File: src/rtl/dem_rr_ctrl_if.sv
// dem_rr_ctrl_if: serial input handshake plus routed outputs of the round-robin demux controller
interface dem_rr_ctrl_if;
  logic f, valid, ready, a, b, c, d, wrap;
  logic [3:0] en, out_vld;
  logic [1:0] s;
  modport master(output f, valid, en, input ready, s, a, b, c, d, out_vld, wrap);
  modport slave(input f, valid, en, output ready, s, a, b, c, d, out_vld, wrap);
endinterface

File: src/rtl/dem_rr_ctrl.sv
// dem_rr_ctrl: routes a serial bit stream to enabled channels a..d in bursts of BURST, round-robin
module dem_rr_ctrl #(
  parameter int BURST = 4
) (
  input logic clk,
  input logic rst_n,
  dem_rr_ctrl_if.slave bus
);
  typedef enum logic {IDLE, RUN} state_t;
  state_t st, st_n;
  logic [1:0] s, s_n, adv, first;
  logic [3:0] cnt, cnt_n, sel, vld, dat;
  logic rdy, xfer, last, wrap;
  // first enabled channel at base, base+1, base+2, base+3 (mod 4); fb when none
  function automatic logic [1:0] seek(input logic [1:0] base, input logic [3:0] m, input logic [1:0] fb);
    seek = fb;
    for (int i = 3; i >= 0; i--) if (m[base + 2'(i)]) seek = base + 2'(i);
  endfunction
  assign sel = 4'b1 << s;
  assign rdy = st == RUN && bus.en[s];
  assign xfer = bus.valid && rdy;
  assign last = cnt == 4'(BURST - 1);
  assign adv = seek(s + 2'd1, bus.en & ~sel, s);
  assign first = seek(s, bus.en, s);
  assign st_n = |bus.en ? RUN : IDLE;
  assign s_n = st == IDLE ? first : !bus.en[s] ? adv : xfer && last ? adv : s;
  assign cnt_n = rdy ? (xfer ? (last ? 4'd0 : cnt + 4'd1) : cnt) : 4'd0;
  always_ff @(posedge clk or negedge rst_n) begin
    if (!rst_n) begin
      st <= IDLE;
      s <= 2'd0;
      cnt <= 4'd0;
      vld <= 4'd0;
      dat <= 4'd0;
      wrap <= 1'b0;
    end else begin
      st <= st_n;
      s <= s_n;
      cnt <= cnt_n;
      vld <= xfer ? sel : 4'd0;
      dat <= xfer && bus.f ? sel : 4'd0;
      wrap <= s_n < s;
    end
  end
  assign bus.ready = rdy;
  assign bus.s = s;
  assign bus.out_vld = vld;
  assign bus.wrap = wrap;
  assign {bus.d, bus.c, bus.b, bus.a} = dat;
endmodule

File: src/flat_wrapper.sv
// flat-port wrapper written by rule: the top's interface ports become plain ports
module dem_rr_ctrl_flat 
#(
  parameter int BURST = 4
)
  (clk, rst_n, bus_f, bus_valid, bus_en, bus_ready, bus_s, bus_a, bus_b, bus_c, bus_d, bus_out_vld, bus_wrap);
  dem_rr_ctrl_if bus_i ();
  input logic clk;
  input logic rst_n;
  input wire logic [$bits(bus_i.f)-1:0] bus_f;
  input wire logic [$bits(bus_i.valid)-1:0] bus_valid;
  input wire logic [$bits(bus_i.en)-1:0] bus_en;
  output wire logic [$bits(bus_i.ready)-1:0] bus_ready;
  output wire logic [$bits(bus_i.s)-1:0] bus_s;
  output wire logic [$bits(bus_i.a)-1:0] bus_a;
  output wire logic [$bits(bus_i.b)-1:0] bus_b;
  output wire logic [$bits(bus_i.c)-1:0] bus_c;
  output wire logic [$bits(bus_i.d)-1:0] bus_d;
  output wire logic [$bits(bus_i.out_vld)-1:0] bus_out_vld;
  output wire logic [$bits(bus_i.wrap)-1:0] bus_wrap;
  assign bus_i.f = bus_f;
  assign bus_i.valid = bus_valid;
  assign bus_i.en = bus_en;
  assign bus_ready = bus_i.ready;
  assign bus_s = bus_i.s;
  assign bus_a = bus_i.a;
  assign bus_b = bus_i.b;
  assign bus_c = bus_i.c;
  assign bus_d = bus_i.d;
  assign bus_out_vld = bus_i.out_vld;
  assign bus_wrap = bus_i.wrap;
  dem_rr_ctrl #(.BURST(BURST)) u_core (.clk(clk), .rst_n(rst_n), .bus(bus_i));
endmodule
File: config.mk
export PLATFORM = sky130hd
export DESIGN_NAME = dem_rr_ctrl_flat
export DESIGN_NICKNAME = d
export VERILOG_FILES = /design/src/rtl/dem_rr_ctrl_if.sv /design/src/rtl/dem_rr_ctrl.sv /design/src/flat_wrapper.sv
export SDC_FILE = /design/constraint.sdc
export NUM_CORES = 1
export LEC_CHECK = 0
export BUFFER_PORTS_ARGS = -buffer_cell sky130_fd_sc_hd__buf_2
export CORE_MARGIN = 2
export CORE_UTILIZATION = 48
export CTS_CLUSTER_DIAMETER = 200
export DETAILED_ROUTE_END_ITERATION = 10
export GPL_ROUTABILITY_DRIVEN = 0
export GPL_TIMING_DRIVEN = 0
export PLACE_DENSITY = 0.74
export SYNTH_ARGS = -nofsm -noshare
export SYNTH_HDL_FRONTEND = slang
export SYNTH_SLANG_ARGS = --single-unit
File: constraint.sdc
create_clock -name clk -period 2.4 [get_ports clk]
set_clock_uncertainty 0.2 [all_clocks]
set_input_delay 0 -clock clk [delete_from_list [all_inputs] [get_ports clk]]
set_output_delay 0 -clock clk [all_outputs]
set_load 0.01 [all_outputs]
## Word-level counts from Yosys, hierarchy flattened

Cells that the tools add are included.

| word-level totals | value |
|---|---|
| bits in registers | 16 |
| latch bits | 0 |
| memory bits (writable) | 0 |
| ROM bits | 0 |
| input bits | 8 |
| output and inout port bits | 12 |
| logic and storage cells | 64 |
| memories kept | 0 |

| operators by class | value |
|---|---|
| add/sub/neg operators | 7 |
| multiply operators | 0 |
| div/mod/pow operators | 0 |
| $lt $le $gt $ge | 8 |
| equal/unequal tests | 2 |
| shifts and indexed selects | 1 |
| muxes and demuxes | 33 |
| bitwise operators | 2 |
| reductions and logical operators | 5 |

Operator list:

| operator | number |
|---|---|
| $mux 2 | 11 |
| $lt 2x3->1 const B | 7 |
| $mux 4 | 5 |
| $bmux 1 s2 | 8 |
| $mux 1 | 9 |
| $add 2x2->2 const B | 4 |
| $add 2x1->2 const B | 2 |
| $add 4x1->4 const B | 1 |
| $and 4x4->4 | 1 |
| $eq 4x2->1 const B | 1 |
| $logic_and 1x1->1 | 4 |
| $not 4->4 | 1 |
| $reduce_or 4->1 | 1 |
| $shl 1x2->4 const A | 1 |
| $lt 2x2->1 | 1 |
| $ne 2x2->1 const B | 1 |

## Logic depth before layout (Yosys ltp)

Gate-level depths: netlist of the first run.

| depth | value |
|---|---|
| depth in word-level cells | 13 |
| mapped depth | 11 |

## Worst setup path after synthesis of the first run

No wires, ideal clock.

| timing path | value |
|---|---|
| kind | reg2reg |
| start point | register u_core.s[0], in the netlist u_core.bus.s[0] |
| end point | register u_core.wrap, in the netlist u_core.bus.wrap |
| library setup time | 0.077 ns |
| arrival time | 2.115 ns |
| required time | 2.123 ns |
| slack | 0.008 ns |
| cell stages (with the launch flop) | 10 |
| buffers on the path | 1 |
| cell sequence | dfrtp_1 inv_1 ha_1 buf_2 o32ai_1 a221oi_1 o21ai_0 a31oi_1 ha_1 a21oi_1 |

| on the way | value |
|---|---|
| longest elaborated chain between the ends | 13 |
| elaborated cells between the ends (all ways) | 40 |
| those cells by class | add/sub: 6; order compare: 1; shift: 1; mux: 27; bitwise: 2; reduce/logical: 3 |

Ends and longest elaborated chain:

| item | line | RTL |
|---|---|---|
| start: declaration | dem_rr_ctrl.sv:11 | `logic [1:0] s, s_n, adv, first;` |
| start signal: assignment | dem_rr_ctrl.sv:38 | `s <= s_n;` |
| branches (longest 11 deep; another with $add 2x1->2) | -- |  |
| $mux 2 * | dem_rr_ctrl.sv:26 | `assign s_n = st == IDLE ? first : !bus.en[s] ? adv : xfer && last ? adv : s;` |
| via u_core.s_n[1] | dem_rr_ctrl.sv:11 |  |
| $lt 2x2->1 * | dem_rr_ctrl.sv:42 | `wrap <= s_n < s;` |
| end signal: assignment | dem_rr_ctrl.sv:42 |  |
| end: declaration | dem_rr_ctrl.sv:13 | `logic rdy, xfer, last, wrap;` |

Mark *: on every way through the listed nets, which the timed path passes. The select of a mux whose other input is x is not followed.
A chain may end at the register's enable or synchronous reset.

## Worst setup path in the final report of the first run

| timing path | value |
|---|---|
| start point | register u_core.s[1], in the netlist u_core.bus.s[1] |
| end point | register u_core.wrap, in the netlist u_core.bus.wrap |

Same word-level chain as after synthesis.

==> impl_results.md, run 1 <==
- Clock tree buffer depth: 2
- Global-route wire length before repair: 3770 um
- Clock Power Share: 8.1%
- Number of nets in the synthesized netlist: between 100 and 150
- Share of the yosys chip area belonging to registers: ~39%
- Required time at the endpoint of the critical path: 2.42 ns
- Cts bufs inserted: 3
- Port bufs: 17
- Part of the total power dissipated in sequential elements: 22.0%
- Number of buffer and inverter instances along the worst setup path: 2
- Detailed-route via count: 989
- Most common cell after layout, fill and taps aside: buf_2
- Transition time of the tightest slew-check pin: 0.686 ns
- Final worst-path cycle share: 100%
- Register bit total from synthesis: 16
- Count of endpoints failing hold in the final timing report: 0
- Final hold slack: 0.219 ns
- ANT cells: 0
- Start-to-end type of the worst setup path: flip-flop to flip-flop
- Max-slew violation count: 0
- Fraction of final layout cells sized beyond drive strength 1: between 40% and 50%
- Floorplan core area: 0.00198 mm2
- Vias per Instance: 5.62
- Total Wirelength: 2580 um
- Internal power summed over all cells: 0.00101 W
- Avg Cell Area, Syn: about 9.5 um2
- Power per unit of standard cell area: 1190 mW/mm2
- Sw Share: 41.0%
- Area after DPL: 0.00114 mm2
- Number of failing setup endpoints in the final timing report: 1
- Number of clock sinks: 16
- Comb pwr share: 70.0%
- Max_cap viols: 0
- Number of library cell types mapped by synthesis: 40
- Clk Latency, worst-skew pair: 0.29 ns
- Wire length per cell after detailed routing: 14.6 um
- Number of enable flip-flop cells after synthesis: 0
- Die height: 50.2 um
- Horizontal die dimension: 50.2 um
- Non-Filler Cell Area, Final: approximately 0.0014 mm2
- Global router's overall resource usage: between 15 and 20%
- Final core utilization: 72.8%
- Max stage delay on crit path: 0.58 ns
- Slowest CP cell: mux4_2
- Total standard cell area after synthesis: 0.00102 mm2
- Share of flip-flops with an asynchronous set or reset: 100%
- Switching power: 0.000703 W
- Final nets: 165
- Element type at the critical path start: flip-flop
- Cell Count, Final, Fillers Out: 176
- Data arrival, critical path: 2.44 ns
- Clock tree from TritonCTS: built
- Top achievable clock speed: 0.415 GHz
- DRC violations left: 0
- Number of global-route vias before repair: 876
- Count of boundary I/O pins: 20
- Maximum number of pins on one net before global-route repair: 17
- Category of cells accounting for the largest share of critical-path delay: compound AO/OA/AOI/OAI gates
- Max Fanout on Critical Path: 5
- HPWL Detailed: 1580 um
- Root buffer selected by CTS: clkbuf_4
- Outcome: finished, violations left
- VDD IR max: between 0.7 and 0.8 mV
- Antenna violations before repair: 0
- Overall die area: 0.00252 mm2
- Antenna Nets Post-Route: 0
- Unrepaired setup endpoints after global routing: yes
- Path class of the lowest-slack min-delay path: input pin to flip-flop
- Placed instance count: 152
- Std-Cell Rows: 16
- Prevailing post-synth register cell: dfrtp_1
- Worst-case register-to-register setup slack: -0.01 ns
- Initial standard-cell utilization of the core: 51.7%
- Final critical-path required period: 2.41 ns
- Relative area change from synthesis to final layout: 40.8%
- CP Capture Type: flip-flop
- Instance count of the mapped netlist: approximately 110
- Cells along the critical path: buf_6 -> buf_4 -> mux4_2 -> a41o_2 -> a31oi_2 -> ha_1 -> a21oi_2
- Remaining Overflow, GRT: 0
- Setup ws final: -0.0119 ns
- CTS clk-pin slew, worst paths: 0.09 ns
- Detailed Routing Iterations Pass 1: 4
- First DRT Iteration DRCs: 24
- Commonest cells after routing, fill and taps aside: buf_2 (18), buf_4 (16), dfrtp_1 (15)
- Violated checks: negative setup slack
- Static leakage: 0.690 nW
- Total of warnings raised by yosys: 0
- Number of H-tree branching levels: 1
- Max-slew headroom at the worst pin: between 50% and 60%
[power groups by stage]
stage | combinational, W | sequential (W) | clock [W]
2_1_floorplan | 0.000512 | 0.000400 | 0
4_1_cts | 0.000871 | 0.000369 | 0.000137
3_3_place_gp | 0.000708 | 0.000384 | 0
6_report | 0.00120 | 0.000377 | 0.000138
5_1_grt | 0.00129 | 0.000383 | 0.000150
3_5_place_dp | 0.000727 | 0.000387 | 0
[per-stage QoR]
step | power [W] | setup WS [ns] | setup TNS (ns)
floorplan | 0.000913 | 0.00787 | 0
global placement | 0.00109 | -0.354 | -0.366
detailed placement | 0.00111 | -0.419 | -0.516
CTS | 0.00138 | -0.0372 | -0.0372
global route | 0.00182 | -0.113 | -0.113
finish | 0.00172 | -0.0119 | -0.0119
[path summary, 6_finish.rpt]
check | from | endpoint | cells after the start
setup / recovery | u_core.bus.s[1] | u_core.bus.wrap | 7
hold / removal | bus_en[2] | u_core.bus.s[0] | 6
setup reg to reg | u_core.bus.s[1] | u_core.bus.wrap | 7
hold reg to reg | u_core.cnt[2] | u_core.cnt[2] | 2
max in group asynchronous | rst_n | u_core.bus.s[0] | 3
min in group asynchronous | rst_n | u_core.bus.wrap | 3
[cells in the mapped netlist, types with 4 or more instances]
master / number / area (um2)
a21oi_1: 4 / 20.0
and2_1: 4 / 25.0
and3_1: 7 / 43.8
dfrtp_1: 16 / 400
ha_1: 6 / 75.1
inv_1: 4 / 15.0
mux2i_1: 4 / 40.0
nand2_1: 7 / 26.3
nand2b_1: 4 / 25.0
nor2_1: 6 / 22.5
nor2b_1: 4 / 25.0
nor3_1: 4 / 20.0
o21ai_0: 5 / 25.0
[area by class of cell]
class                   instances  area (um2)
well taps                      27        33.8
fillers                       148         539
clock buffers                   3        22.5
flip-flops and latches         16         402
plain buffers                   4        25.0
multi-input cells              83         676
repair buffers                 39         265
inverters                       4        18.8
[registers in the layout (all words and copies together) (netlist names)]
name	cells
u_core.bus.out_vld	4
u_core.cnt	4
u_core.dat	4
u_core.bus.s	2
u_core.bus.wrap	1
u_core.st	1
[layer usage]
layer  global-route usage, %  wire length, um  up-vias
li1                        -                -      477
met1                    25.4             1160      471
met2                    32.7             1250       34
met3                    2.08               97        7
met4                    8.80               67        0
met5                       0                0        -
[cell families after synthesis]
family | Yosys count | share of synthesized area (%)
compound gates | 24 | 16.4
mux | 6 | 7.20
simple gates | 45 | 24.1
xor+xnor | 2 | 1.71
flops | 16 | 39.1
fa+ha+maj | 6 | 7.33
buf+inv | 9 | 4.27
[timing repair]
item | in CTS | in global routing
endpoints found under the setup margin | 3 | 3
resized for setup | 7 | 20
pin swaps | 2 | 7
buffers inserted | 6 | 10
hold buffers | 6 | 0
endpoints found under the hold margin | 24 | 0
[worst min-delay path, stage by stage]
cell and delay [ns]:
buf_2 0.16, nor2_1 0.10, a211o_1 0.13, nor4_1 0.05, a31oi_1 0.16, xnor2_1 0.07
No activity file was read; power rests on OpenSTA's default activity.
==> run 2: changes to the inputs <==
--- a/config.mk
+++ b/config.mk
@@ -6,13 +6,16 @@
 export NUM_CORES = 1
 export LEC_CHECK = 0
 export BUFFER_PORTS_ARGS = -buffer_cell sky130_fd_sc_hd__buf_2
+export CELL_PAD_IN_SITES_DETAIL_PLACEMENT = 1
+export CELL_PAD_IN_SITES_GLOBAL_PLACEMENT = 1
 export CORE_MARGIN = 2
-export CORE_UTILIZATION = 48
+export CORE_UTILIZATION = 37
 export CTS_CLUSTER_DIAMETER = 200
 export DETAILED_ROUTE_END_ITERATION = 10
 export GPL_ROUTABILITY_DRIVEN = 0
 export GPL_TIMING_DRIVEN = 0
-export PLACE_DENSITY = 0.74
+export PLACE_DENSITY_LB_ADDON = 0.1
+export REMOVE_ABC_BUFFERS = 1
 export SYNTH_ARGS = -nofsm -noshare
 export SYNTH_HDL_FRONTEND = slang
 export SYNTH_SLANG_ARGS = --single-unit
==> run 2 against run 1 <==
The flow now finishes without violations. Worst hold slack lost 0.027 ns. Core utilization down 19 points. Register-to-register slack improved by 0.095 ns. Count of clock-buffer cells in the layout unchanged. Critical path depth is 2 higher. Total power down 3.9%. Cell area is 0.69% lower. Sequential cell count unchanged. Die area is 27% higher. Via count decreased by 0.81%. Combinational power down 7%.
==> impl_results.md, run 2 (synthesis results as in run 1) <==
- Outcome: completed
- Port bufs: 19 (+2)
- Number of global-route vias before repair: 1005 (+15%)
- Commonest cells after routing, fill and taps aside: buf_2 (19), dfrtp_1 (14), buf_4 (11)
- Area taken by flip-flops and latches: 403 um2 (+0.31%)
- Power per unit of standard cell area: 1150 mW/mm2 (-3.2%)
- Die height: 56.6 um (+13%)
- Required time at the endpoint of the critical path: 2.42 ns (about the same)
- ANT cells: 0 (unchanged)
- Cells along the critical path: buf_6 -> mux4_2 -> nand2_4 -> inv_1 -> nand3_1 -> o21ai_1 -> a31oi_4 -> ha_1 -> a21oi_1
- Cts bufs inserted: 3 (unchanged)
- Max stage delay on crit path: 0.55 ns (-0.03 ns)
- First DRT Iteration DRCs: 17 (-29%)
- Max Fanout on Critical Path: 5 (unchanged)
- Start-to-end type of the worst setup path: flip-flop to flip-flop
- Global router's overall resource usage: 19.4% (-0.21 points)
- Number of clock sinks: 16 (unchanged)
- Number of buffer and inverter instances along the worst setup path: 2 (unchanged)
- Horizontal die dimension: 56.6 um (+13%)
- Fraction of final layout cells sized beyond drive strength 1: 40.6% (-0.38 points)
- CTS clk-pin slew, worst paths: 0.10 ns (about the same)
- Global-route wire length before repair: 4780 um (+27%)
- Antenna violations before repair: 0 (unchanged)
- VDD IR max: 0.660 mV (-6.5%)
- Final critical-path required period: 2.32 ns (-0.0952 ns)
- Max_cap viols: 0 (unchanged)
- Slowest CP cell: mux4_2
- Maximum number of pins on one net before global-route repair: 17 (unchanged)
- Top achievable clock speed: 0.432 GHz (+4.1%)
- Clock tree buffer depth: 2 (unchanged)
- Final nets: 159 (-3.6%)
- Count of endpoints failing hold in the final timing report: 0 (unchanged)
- Count of boundary I/O pins: 20 (unchanged)
- Category of cells accounting for the largest share of critical-path delay: multiplexers
- Clk Latency, worst-skew pair: 0.29 ns (about the same)
- Root buffer selected by CTS: clkbuf_4
- Number of H-tree branching levels: 1 (unchanged)
- DRC violations left: 0 (unchanged)
- Path class of the lowest-slack min-delay path: input pin to flip-flop
- Overall die area: 0.00321 mm2 (+27%)
- Total power consumption of the routed design: 0.00165 W (-3.9%)
- Vias per Instance: 5.64 (+0.33%)
- Detailed Routing Iterations Pass 1: 4 (unchanged)
- Multi-input logic area: 699 um2 (+3.5%)
- Initial standard-cell utilization of the core: 38.1% (-14 points)
- Element type at the critical path start: flip-flop
- Remaining Overflow, GRT: 0 (unchanged)
- Floorplan core area: 0.00269 mm2 (+36%)
- Wire length per cell after detailed routing: 17.4 um (+19%)
- Number of failing setup endpoints in the final timing report: 0 (-1)
- Total Wirelength: 3020 um (+17%)
- Transition time of the tightest slew-check pin: 0.731 ns (+0.0449 ns)
- Data arrival, critical path: 2.34 ns (-0.10 ns)
- Static leakage: 0.666 nW (-3.5%)
- HPWL Detailed: 1820 um (+15%)
- Max-slew headroom at the worst pin: 51.1% (-3.0 points)
- Clock tree from TritonCTS: built
- Max-slew violation count: 0 (unchanged)
- CP Capture Type: flip-flop
- Cell Count, Final, Fillers Out: 174 (-1.1%)
- Most common cell after layout, fill and taps aside: buf_2
- Placed instance count: 153 (+0.66%)
- Antenna Nets Post-Route: 0 (unchanged)
- Relative area change from synthesis to final layout: 39.8%
- Number of fill cells in the layout: 311 (+110%)
- Std-Cell Rows: 19 (+3)
- Detailed-route via count: 981 (-0.81%)
- Final worst-path cycle share: 96.5% (-4.0 points)
## run 2: tightest hold or removal path: stages
cell and delay, ns:
buf_2 0.16, mux4_2 0.31, nand2_4 0.08, nor2_1 0.10
## run 2: final timing paths
kind | from | end | slack, ns | cells after the start
setup / recovery | u_core.bus.s[1] | u_core.bus.wrap | 0.08 | 9
setup reg to reg | u_core.bus.s[1] | u_core.bus.wrap | 0.08 | 9
hold reg to reg | u_core.cnt[2] | u_core.cnt[2] | 0.37 | 2
min in group asynchronous | rst_n | u_core.bus.wrap | 0.64 | 3
max in group asynchronous | rst_n | u_core.bus.s[1] | 0.86 | 3
hold / removal | bus_en[0] | u_core.cnt[1] | 0.19 | 4
## run 2: layout make-up
| cell class | count | area share, % |
|---|---|---|
| timing repair buffer | 37 | 17.4 |
| tap | 31 | 2.71 |
| multi-input combinational | 83 | 48.8 |
| sequential | 16 | 28.1 |
| clock buffer | 3 | 1.57 |
| inverter | 4 | 1.40 |
## run 2: routing by layer
metal | routed length [um] | GRT usage, % | part of all wire [%]
met1 | 1300 | 23.7 | 43
met2 | 1560 | 33.1 | 52
met3 | 106 | 2.76 | 3.5
met4 | 58 | 9.52 | 1.9
met5 | 0 | 0 | 0
## run 2: power by group
group	total, W	leakage, nW	internal, W	switching [W]
registers	0.000391	0.208	0.000333	0.0000582
clock network	0.000141	0.0138	0.0000583	0.0000826
logic	0.00112	0.444	0.000542	0.000576
total	0.00165	0.666	0.000933	0.000717
## run 2: stage by stage
step | setup TNS [ns] | cell area, um2 | setup WS [ns] | util (%) | hold WS [ns]
6_report | 0 | 1430 | 0.0833 | 53.3 | 0.193
5_1_grt | -0.0377 | 1430 | -0.0198 | 53.3 | 0.232
4_1_cts | 0 | 1340 | 0.00260 | 49.9 | 0.111
3_5_place_dp | -1.33 | 1130 | -0.700 | 42.1 | -0.263
3_3_place_gp | -1.31 | 1130 | -0.658 | 42.1 | -0.273
2_1_floorplan | -0.175 | 996 | -0.175 | - | -0.496
## run 2: repair_timing
item | CTS | global route
pin swaps | 2 | 3
hold buffers | 6 | 0
buffers inserted | 8 | 5
resized for setup | 20 | 13
endpoints found under the hold margin | 25 | 0
setup endpoints to repair | 3 | 2
